==> src/rtl/lcd_pattern_gen.sv <==
// lcd_pattern_gen: RGB-interface LCD timing generator with built-in test patterns.
//
// Raster timing:
// - Free-running h_cnt/v_cnt raster counters.
// - Each axis is ordered as active, front porch, sync, back porch.
//
// Output registering:
// - Every output is registered from the same (h_cnt, v_cnt) pair.
// - All outputs are therefore mutually aligned, one clk after the counters.
//
// Pattern select:
// - mode/solid_rgb are sampled only at pixel (0,0).
// - A mid-frame change takes effect at the next frame's first pixel.
//
// Ports:
//   clk          pixel clock
//   rst_n        synchronous active-low reset
//   mode         pattern select (0 crossbar, 1 bars, 2 gray, 3 checker, 4 solid, 5-7 black)
//   solid_rgb    solid colour {r,g,b} for mode 4
//   lcd_hs/vs    sync outputs, active level HS_POL/VS_POL
//   lcd_de       data enable
//   lcd_r/g/b    pixel colour, zero outside the active area
//   active_x/y   coordinates of the current output pixel, zero outside the active area
//   frame_start  one-clk pulse with pixel (0,0)
//   frame_cnt    completed-frame counter
module lcd_pattern_gen #(
  parameter int unsigned H_ACTIVE  = 480,
  parameter int unsigned H_FP      = 8,
  parameter int unsigned H_SYNC    = 1,
  parameter int unsigned H_BP      = 43,
  parameter int unsigned V_ACTIVE  = 272,
  parameter int unsigned V_FP      = 8,
  parameter int unsigned V_SYNC    = 1,
  parameter int unsigned V_BP      = 12,
  parameter bit          HS_POL    = 1'b0,
  parameter bit          VS_POL    = 1'b0,
  parameter int unsigned R_W       = 5,
  parameter int unsigned G_W       = 6,
  parameter int unsigned B_W       = 5,
  parameter int unsigned CB_SHIFT  = 4,
  parameter int unsigned CHK_SHIFT = 5
) (
  input  logic                     clk,
  input  logic                     rst_n,
  input  logic [2:0]               mode,
  input  logic [R_W+G_W+B_W-1:0]   solid_rgb,
  output logic                     lcd_hs,
  output logic                     lcd_vs,
  output logic                     lcd_de,
  output logic [R_W-1:0]           lcd_r,
  output logic [G_W-1:0]           lcd_g,
  output logic [B_W-1:0]           lcd_b,
  output logic [11:0]              active_x,
  output logic [11:0]              active_y,
  output logic                     frame_start,
  output logic [7:0]               frame_cnt
);

  localparam int unsigned H_TOTAL = H_ACTIVE + H_FP + H_SYNC + H_BP;
  localparam int unsigned V_TOTAL = V_ACTIVE + V_FP + V_SYNC + V_BP;
  localparam int unsigned RGB_W   = R_W + G_W + B_W;
  localparam int unsigned HW      = $clog2(H_TOTAL);
  localparam int unsigned VW      = $clog2(V_TOTAL);
  localparam int unsigned BAR_W   = H_ACTIVE / 8;

  localparam logic [HW-1:0] H_LAST   = HW'(H_TOTAL - 1);
  localparam logic [HW-1:0] H_ACT    = HW'(H_ACTIVE);
  localparam logic [HW-1:0] HS_START = HW'(H_ACTIVE + H_FP);
  localparam logic [HW-1:0] HS_END   = HW'(H_ACTIVE + H_FP + H_SYNC);
  localparam logic [VW-1:0] V_LAST   = VW'(V_TOTAL - 1);
  localparam logic [VW-1:0] V_ACT    = VW'(V_ACTIVE);
  localparam logic [VW-1:0] VS_START = VW'(V_ACTIVE + V_FP);
  localparam logic [VW-1:0] VS_END   = VW'(V_ACTIVE + V_FP + V_SYNC);

  logic [HW-1:0]    h_cnt;
  logic [VW-1:0]    v_cnt;
  logic [2:0]       mode_q;
  logic [RGB_W-1:0] solid_q;
  logic             seen_first_q;

  logic             at_origin_c;
  logic             de_c;
  logic             hs_c;
  logic             vs_c;
  logic [2:0]       mode_eff_c;
  logic [RGB_W-1:0] solid_eff_c;
  logic [2:0]       bar_idx_c;
  logic [7:0]       x8_c;
  logic [R_W-1:0]   r_c;
  logic [G_W-1:0]   g_c;
  logic [B_W-1:0]   b_c;

  // Raster counters: h wraps every line, v advances on h wrap.
  always_ff @(posedge clk) begin
    if (!rst_n) begin
      h_cnt <= '0;
      v_cnt <= '0;
    end else if (h_cnt == H_LAST) begin
      h_cnt <= '0;
      v_cnt <= (v_cnt == V_LAST) ? '0 : v_cnt + VW'(1);
    end else begin
      h_cnt <= h_cnt + HW'(1);
    end
  end

  // Raster decode for the current counter position.
  always_comb begin
    at_origin_c = (h_cnt == '0) && (v_cnt == '0);
    de_c        = (h_cnt < H_ACT) && (v_cnt < V_ACT);
    hs_c        = ((h_cnt >= HS_START) && (h_cnt < HS_END)) ? HS_POL : ~HS_POL;
    vs_c        = ((v_cnt >= VS_START) && (v_cnt < VS_END)) ? VS_POL : ~VS_POL;
  end

  // Pixel (0,0) must already use the value being latched on this edge.
  always_comb begin
    mode_eff_c  = at_origin_c ? mode      : mode_q;
    solid_eff_c = at_origin_c ? solid_rgb : solid_q;
  end

  // Colour-bar index from seven threshold comparators.
  always_comb begin
    bar_idx_c = '0;
    for (int unsigned k = 1; k < 8; k++) begin
      if (h_cnt >= HW'(k * BAR_W)) begin
        bar_idx_c = bar_idx_c + 3'd1;
      end
    end
  end

  // Low byte of x for the gray ramp, so the ramp repeats every 256 pixels.
  always_comb begin
    x8_c = 8'(h_cnt);
  end

  // Pattern generator; everything outside the active area is black.
  always_comb begin
    r_c = '0;
    g_c = '0;
    b_c = '0;
    if (de_c) begin
      case (mode_eff_c)
        3'd0: begin
          r_c[R_W-1 -: 2] = h_cnt[CB_SHIFT +: 2];
          g_c[G_W-1 -: 2] = v_cnt[CB_SHIFT +: 2];
        end
        3'd1: begin
          // Bar order white..black maps onto inverted index bits.
          r_c = {R_W{~bar_idx_c[1]}};
          g_c = {G_W{~bar_idx_c[2]}};
          b_c = {B_W{~bar_idx_c[0]}};
        end
        3'd2: begin
          r_c = x8_c[7 -: R_W];
          g_c = x8_c[7 -: G_W];
          b_c = x8_c[7 -: B_W];
        end
        3'd3: begin
          if (h_cnt[CHK_SHIFT] ^ v_cnt[CHK_SHIFT]) begin
            r_c = '1;
            g_c = '1;
            b_c = '1;
          end
        end
        3'd4: begin
          {r_c, g_c, b_c} = solid_eff_c;
        end
        default: begin
          r_c = '0;
          g_c = '0;
          b_c = '0;
        end
      endcase
    end
  end

  // Output register plus the per-frame latches and frame counter.
  always_ff @(posedge clk) begin
    if (!rst_n) begin
      lcd_hs       <= ~HS_POL;
      lcd_vs       <= ~VS_POL;
      lcd_de       <= 1'b0;
      lcd_r        <= '0;
      lcd_g        <= '0;
      lcd_b        <= '0;
      active_x     <= '0;
      active_y     <= '0;
      frame_start  <= 1'b0;
      frame_cnt    <= '0;
      mode_q       <= '0;
      solid_q      <= '0;
      seen_first_q <= 1'b0;
    end else begin
      lcd_hs      <= hs_c;
      lcd_vs      <= vs_c;
      lcd_de      <= de_c;
      lcd_r       <= r_c;
      lcd_g       <= g_c;
      lcd_b       <= b_c;
      active_x    <= de_c ? 12'(h_cnt) : '0;
      active_y    <= de_c ? 12'(v_cnt) : '0;
      frame_start <= at_origin_c;
      if (at_origin_c) begin
        mode_q       <= mode;
        solid_q      <= solid_rgb;
        seen_first_q <= 1'b1;
        // The first frame after reset is not a completed frame.
        if (seen_first_q) begin
          frame_cnt <= frame_cnt + 8'd1;
        end
      end
    end
  end

endmodule

==> config.mk <==
export PLATFORM = sky130hd
export DESIGN_NAME = lcd_pattern_gen
export DESIGN_NICKNAME = d
export VERILOG_FILES = /design/src/rtl/lcd_pattern_gen.sv
export SDC_FILE = /design/constraint.sdc
export NUM_CORES = 1
export LEC_CHECK = 0
export CAP_MARGIN = 20
export CORE_MARGIN = 10
export CORE_UTILIZATION = 28
export CTS_BUF_LIST = sky130_fd_sc_hd__clkbuf_2 sky130_fd_sc_hd__clkbuf_4 sky130_fd_sc_hd__clkbuf_8
export DETAILED_ROUTE_END_ITERATION = 7
export HOLD_SLACK_MARGIN = 0.1
export SETUP_SLACK_MARGIN = 0.2
export SYNTH_ARGS = -nofsm -noshare
export SYNTH_HDL_FRONTEND = slang
export SYNTH_SLANG_ARGS = --single-unit
==> constraint.sdc <==
create_clock -name clk -period 7.3 [get_ports clk]
set_clock_uncertainty 0.15 [all_clocks]
set_input_delay 1.095 -clock clk [delete_from_list [all_inputs] [get_ports clk]]
set_output_delay 1.095 -clock clk [all_outputs]
set_load 0.05 [all_outputs]
==> results of run 1 <==
[power by group]
part,switching [uW],total [uW],internal (uW)
clock,175,386,211
combinational,118,180,62.1
sequential,15.2,505,489
total,309,1070,763
[tightest hold or removal path: stages, from the launching register on]
cell	delay [ns]
dfxtp_1	0.31
nand2_1	0.04
a21boi_0	0.06
[routing by layer]
| layer | global-route usage | part of all wire | vias to the layer above | routed length, um |
|---|---|---|---|---|
| li1 | - | - | 1936 | - |
| met3 | 0.0354 | 0.062 | 20 | 743 |
| met2 | 0.172 | 0.47 | 94 | 5620 |
| met4 | 0.0570 | 0.027 | 2 | 321 |
| met1 | 0.132 | 0.44 | 1789 | 5360 |
| met5 | 0 | 0.0010 | - | 12 |
[final cells by class]
type / instances / area, um2
well taps: 216 / 270
fillers: 1655 / 10400
clock buffers: 11 / 151
multi-input cells: 395 / 2570
inverters: 18 / 67.6
repair buffers: 69 / 686
clock inverters: 5 / 81.3
flip-flops and latches: 86 / 1720
[registers in the layout (all words and copies together), names as in the netlist]
signal and count:
solid_q 16, active_x 10, h_cnt 10, active_y 9, v_cnt 9, frame_cnt 8, lcd_g 6, lcd_b 5
lcd_r 5, mode_q 3, frame_start 1, lcd_de 1, lcd_hs 1, lcd_vs 1, seen_first_q 1
[final timing paths]
check / from / end / slack [ns] / cells after the start
worst min register to register: solid_q[3] / solid_q[3] / 0.31 / 2
worst max register to register: h_cnt[4] / lcd_g[3] / 1.91 / 21
worst max-delay path: h_cnt[4] / lcd_g[3] / 1.91 / 21
worst min-delay path: solid_q[3] / solid_q[3] / 0.31 / 2
[stage by stage]
step	total power, uW	hold slack [ns]	utilization	cells
floorplan	646	0.286	-	538
global placement	695	0.294	0.333	784
detailed placement	697	0.301	0.333	784
CTS	1080	0.313	0.348	800
global route	1120	0.332	0.348	800
finish	1070	0.311	0.348	800
[synth_stat cells (2+ instances only)]
library cell  number
buf_4              6
a31oi_1            9
a32oi_1            2
clkbuf_1          12
o21ai_1            3
o211ai_1           3
nand4_1           15
o22a_1             2
nand2_1           73
o21a_1             3
a21boi_0          18
nand3b_1           4
ha_1              13
nand3_4            2
nor2_1            45
clkbuf_2           2
dfxtp_1           86
nor3_1             9
o22ai_1            7
nand3_1           15
buf_6              4
xnor2_1           14
or3_1              3
inv_1             18
and2_1            20
mux2i_1           11
or2_1              2
a21oi_2            2
a21o_1             2
nor3b_1            5
buf_2             15
a221oi_2           2
and3_1            16
nor2b_1            4
o21ai_0           21
a21oi_1           16
and4_1             2
xor2_1            11
a211o_1            2
[cells by family after synthesis]
logic type,share of synthesized area
compound gates,0.166
xor+xnor,0.0582
fa+ha+maj,0.0357
buf+inv,0.0631
flops,0.378
mux,0.0291
other cells,0.000823
simple gates,0.269
==> results.sh, run 1 <==
export IMPL_setup_tns_ns=0
export IMPL_netlist_area_mm2=0.00456
export IMPL_wl_per_cell_um=15.1
export IMPL_cp_data_required_time_ns=7.37
export IMPL_row_count=46
export IMPL_gp_congestion=0.877
export IMPL_max_slew_margin_rel=0.448
export IMPL_root_buffer="clkbuf_8"
export IMPL_slew_viol_final=0
export IMPL_status="complete, no violations"
export IMPL_place_area_mm2=0.00531
export IMPL_setup_ws_ns=1.91
export IMPL_post_route_period_util=0.738
export IMPL_layout_drive_gt1_share=0.0719
export IMPL_ios=73
export IMPL_rsz0062_at_grt="false"
export IMPL_crit_type="flip-flop to flip-flop"
export IMPL_die_w_um=148
export IMPL_async_reset_ff_frac=0
export IMPL_crit_family="adder cells"
export IMPL_leakage_uw=0.00205
export IMPL_mostFrequentLayoutCells="dfxtp_1 (86), nand2_1 (73), clkdlybuf4s50_1 (67)"
export IMPL_final_min_clock_period_ns=5.39
export IMPL_viasPerCell=4.80
export IMPL_drc_errors=0
export IMPL_cts_resized=0
export IMPL_grt_pass1_wl_mm=19.3
export IMPL_die_h_um=148
export IMPL_synth_area_leader_cell="dfxtp_1"
export IMPL_path_max_fanout=14
export IMPL_drt_initial_drc_count=282
export IMPL_vias=3841
export IMPL_synth_edf_count=0
export IMPL_crit_slowest_cell="dfxtp_1"
export IMPL_fmax_mhz=186
export IMPL_ant_nets=0
export IMPL_grt_ovfl_total=0
export IMPL_ys_top_cells_by_area="dfxtp_1 (38%), nand2_1 (6.0%), nor2_1 (3.7%)"
export IMPL_yosysWarnings=0
export IMPL_postCtsSetupRepairBufs=0
export IMPL_hold_viol=0
export IMPL_cts_sinks=86
export IMPL_ys_types=73
export IMPL_dp_slack_ns=1.93
export IMPL_powerDensity_mw_per_mm2=193
export IMPL_grt_max_degree=38
export IMPL_clock_latency_ns=0.38
export IMPL_worstMarginPinSlew_ns=0.822
export IMPL_final_area_mm2=0.00554
export IMPL_ir_drop_mv=0.0843
export IMPL_cts_buffers=9
export IMPL_crit_chain="nand2_1 > o21ai_0 > inv_1 > ha_1 > inv_1 > a211o_1 > and2_1 > ha_1 > xnor3_1 > nor2_1 > a31oi_1 > ha_1 > o21ai_0 > nand2b_1 > ha_1 > nand4_1 > o211ai_1 > xnor2_1 > xnor3_2 > mux2i_4 > o22ai_1"
export IMPL_nNetsFinal=613
export IMPL_cts_hold_buf=0
export IMPL_portBuffers=67
export IMPL_initial_core_util=0.286
export IMPL_htreeDepth=3
export IMPL_ys_ff_latch=86
export IMPL_drv_cap=0
export IMPL_cp_arrival_ns=5.46
export IMPL_critPathMostFrequentCell="ha_1"
export IMPL_seq_area_frac_synth=0.378
export IMPL_first_global_vias=3773
export IMPL_syn_instance_count=533
export IMPL_globalRouteTotalUtil=0.110
export IMPL_diodes=0
export IMPL_hpwl_mm=8.88
export IMPL_setup_viol=0
export IMPL_cts_tree="done"
export IMPL_path_clk_slew_ns=0.09
export IMPL_syn2layout_area_growth_pct=21.7
export IMPL_finalWirelength_mm=12.1
export IMPL_synthFlopType="dfxtp_1"
export IMPL_antenna_found_initial=1
export IMPL_cp_num_buf_inv=2
export IMPL_cts_buffer_depth=2
export IMPL_die_area_mm2=0.0218
export IMPL_start_kind="flip-flop"
export IMPL_core_area_mm2=0.0159
export IMPL_hp_class="flip-flop to flip-flop"
export IMPL_syn_avg_cell_area_um2=8.55
export IMPL_max_stage_delay_ns=0.72
export IMPL_synth_top_area_frac=0.378
export IMPL_final_common_cell="dfxtp_1"
export IMPL_dr_pass1_iters=4
export IMPL_worst_setup_path_end_kind="flip-flop"
Note: power is estimated with default switching activity, not from simulation.
==> inputs of run 2 (changes only) <==
Clock period 7.3 ns to 4.7 ns, I/O delays scaled along.
==> run 2 against run 1 <==
- clock power grew 47%
- maximum frequency grew 23%
- design area grew 4.6%
- clock-buffer cell count shrank 2
- sequential power grew 55%
- combinational power grew 59%
- wire length grew 5.3%
==> results.sh, run 2 (same netlist as run 1, synthesis figures left out) <==
export IMPL_hp_class="flip-flop to flip-flop"
export IMPL_drc_errors=0
export IMPL_drt_initial_drc_count=336
export IMPL_hpwl_mm=9.28
export IMPL_hold_viol=0
export IMPL_setup_viol=0
export IMPL_rsz0062_at_grt="true"
export IMPL_worst_setup_path_end_kind="flip-flop"
export IMPL_nNetsFinal=634
export IMPL_finalWirelength_mm=12.7
export IMPL_cts_sinks=86
export IMPL_drv_cap=0
export IMPL_cp_data_required_time_ns=4.79
export IMPL_max_stage_delay_ns=0.37
export IMPL_globalRouteTotalUtil=0.114
export IMPL_antenna_found_initial=0
export IMPL_final_min_clock_period_ns=4.37
export IMPL_reg_top3="solid_q x16, active_x x10, h_cnt x10"
export IMPL_portBuffers=67
export IMPL_die_w_um=148
export IMPL_largest_register="solid_q"
export IMPL_ant_nets=0
export IMPL_grt_ovfl_total=0
export IMPL_pwr_share_comb=0.175
export IMPL_cts_buffer_depth=2
export IMPL_post_route_period_util=0.930
export IMPL_crit_slowest_cell="dfxtp_4"
export IMPL_totalPowerFinal_uw=1630
export IMPL_intPower_uw=1120
export IMPL_worstMarginPinSlew_ns=0.869
export IMPL_vias=3964
export IMPL_wl_per_cell_um=15.5
export IMPL_crit_chain="or2_4 > nor3_4 > ha_4 > nor4_4 > a41oi_2 > and2_1 > ha_1 > xnor3_1 > nor2_1 > a31oi_1 > ha_1 > o21ai_1 > nand2b_1 > ha_2 > nand4_1 > o211ai_1 > xnor2_1 > xnor3_2 > mux2i_4 > o22ai_1"
export IMPL_path_clk_slew_ns=0.10
export IMPL_gp_congestion=0.848
export IMPL_crit_type="flip-flop to flip-flop"
export IMPL_n_fill_cell=1643
export IMPL_path_max_fanout=6
export IMPL_power_share_sequential=0.478
export IMPL_diodes=0
export IMPL_final_common_cell="dfxtp_1"
export IMPL_leakage_uw=0.00218
export IMPL_setup_tns_ns=0
export IMPL_cp_arrival_ns=4.46
export IMPL_max_slew_margin_rel=0.417
export IMPL_syn2layout_area_growth_pct=27.2
export IMPL_clock_latency_ns=0.40
export IMPL_fmax_mhz=229
export IMPL_layout_drive_gt1_share=0.134
export IMPL_powerDensity_mw_per_mm2=282
export IMPL_die_area_mm2=0.0218
export IMPL_start_kind="flip-flop"
export IMPL_viasPerCell=4.83
export IMPL_power_switching_share=0.317
export IMPL_p_sw_uw=518
export IMPL_first_global_vias=3850
export IMPL_initial_core_util=0.286
export IMPL_htreeDepth=3
export IMPL_grt_pass1_wl_mm=20.1
export IMPL_root_buffer="clkbuf_8"
export IMPL_mostFrequentLayoutCells="dfxtp_1 (81), nand2_1 (72), clkdlybuf4s50_1 (67)"
export IMPL_dr_pass1_iters=6
export IMPL_critPathMostFrequentCell="ha_1"
export IMPL_ir_drop_mv=0.133
export IMPL_ios=73
export IMPL_cts_buffers=9
export IMPL_largest_reg_flops=16
export IMPL_cts_tree="done"
export IMPL_row_count=46
export IMPL_slew_viol_final=0
export IMPL_die_h_um=148
export IMPL_status="complete, no violations"
export IMPL_cts_hold_buf=0
export IMPL_core_area_mm2=0.0159
export IMPL_grt_max_degree=33
export IMPL_pwr_share_clk=0.347
==> run 2: cell count changes in the layout (fill, tap and decap cells not counted), sizes merged <==
| cell | change |
|---|---|
| buf | +21 |
| inv | +4 |
| clkbuf | -2 |
| clkinv | -2 |
| bufinv | -1 |
| clkinvlp | +1 |
==> run 2: what timing repair did <==
action	CTS	global route
setup endpoints to repair	6	6
resized for setup	14	9
setup buffers	0	6
pin swaps	10	11
endpoints found under the hold margin	0	0
==> run 2: routing by layer <==
| layer | global-route usage | part of all wire |
|---|---|---|
| met1 | 0.139 | 0.46 |
| met2 | 0.180 | 0.46 |
| met3 | 0.0375 | 0.056 |
| met4 | 0.0500 | 0.024 |
| met5 | 0 | 0 |
==> run 2: per-stage QoR <==
stage	utilization	instances	cell area [um2]	setup slack, ns	hold slack (ns)
after floorplan	-	538	4590	0.203	0.286
after global placement	0.341	799	5440	0.248	0.294
after detailed placement	0.341	799	5440	0.0876	0.301
after CTS	0.358	815	5710	0.284	0.314
after global routing	0.364	821	5800	0.0725	0.339
final	0.364	821	5800	0.330	0.310
==> run 2: worst paths after layout <==
check,start,end,slack (ns),depth (start not counted)
max,h_cnt[9],lcd_g[1],0.33,20
min,solid_q[4],solid_q[4],0.31,2
max reg2reg,h_cnt[9],lcd_g[1],0.33,20
min reg2reg,solid_q[4],solid_q[4],0.31,2
==> run 2: power groups by stage <==
stage          Clock, uW  Sequential (uW)  Combinational (uW)
2_1_floorplan          0              840                 163
3_3_place_gp           0              799                 283
3_5_place_dp           0              799                 286
4_1_cts              586              782                 287
5_1_grt              613              786                 311
6_report             567              781                 286
==> run 2: worst max-delay path, delay by kind of cell (launching register included) <==
kind            cells  cell delay (ns)
xor+xnor            3             0.68
mux                 1             0.28
simple gates        7             1.15
compound gates      5             0.53
flops               1             0.37
fa+ha+maj           4             1.06
==> run 2: final cells by class <==
| type | count | area [um2] | area share |
|---|---|---|---|
| multi-input cells | 395 | 2660 | 0.458 |
| flip-flops and latches | 86 | 1740 | 0.299 |
| repair buffers | 90 | 856 | 0.148 |
| well taps | 216 | 270 | 0.0466 |
| clock buffers | 9 | 124 | 0.0214 |
| clock inverters | 7 | 87.6 | 0.0151 |
| inverters | 18 | 67.6 | 0.0117 |
==> inputs of run 3 (changes only) <==
Settings changed: CTS_BUF_LIST sky130_fd_sc_hd__clkbuf_2 sky130_fd_sc_hd__clkbuf_4 sky130_fd_sc_hd__clkbuf_8 to sky130_fd_sc_hd__clkbuf_8.
==> results of run 3 <==
Final layout, timing and power as in run 2 (identical DEF).
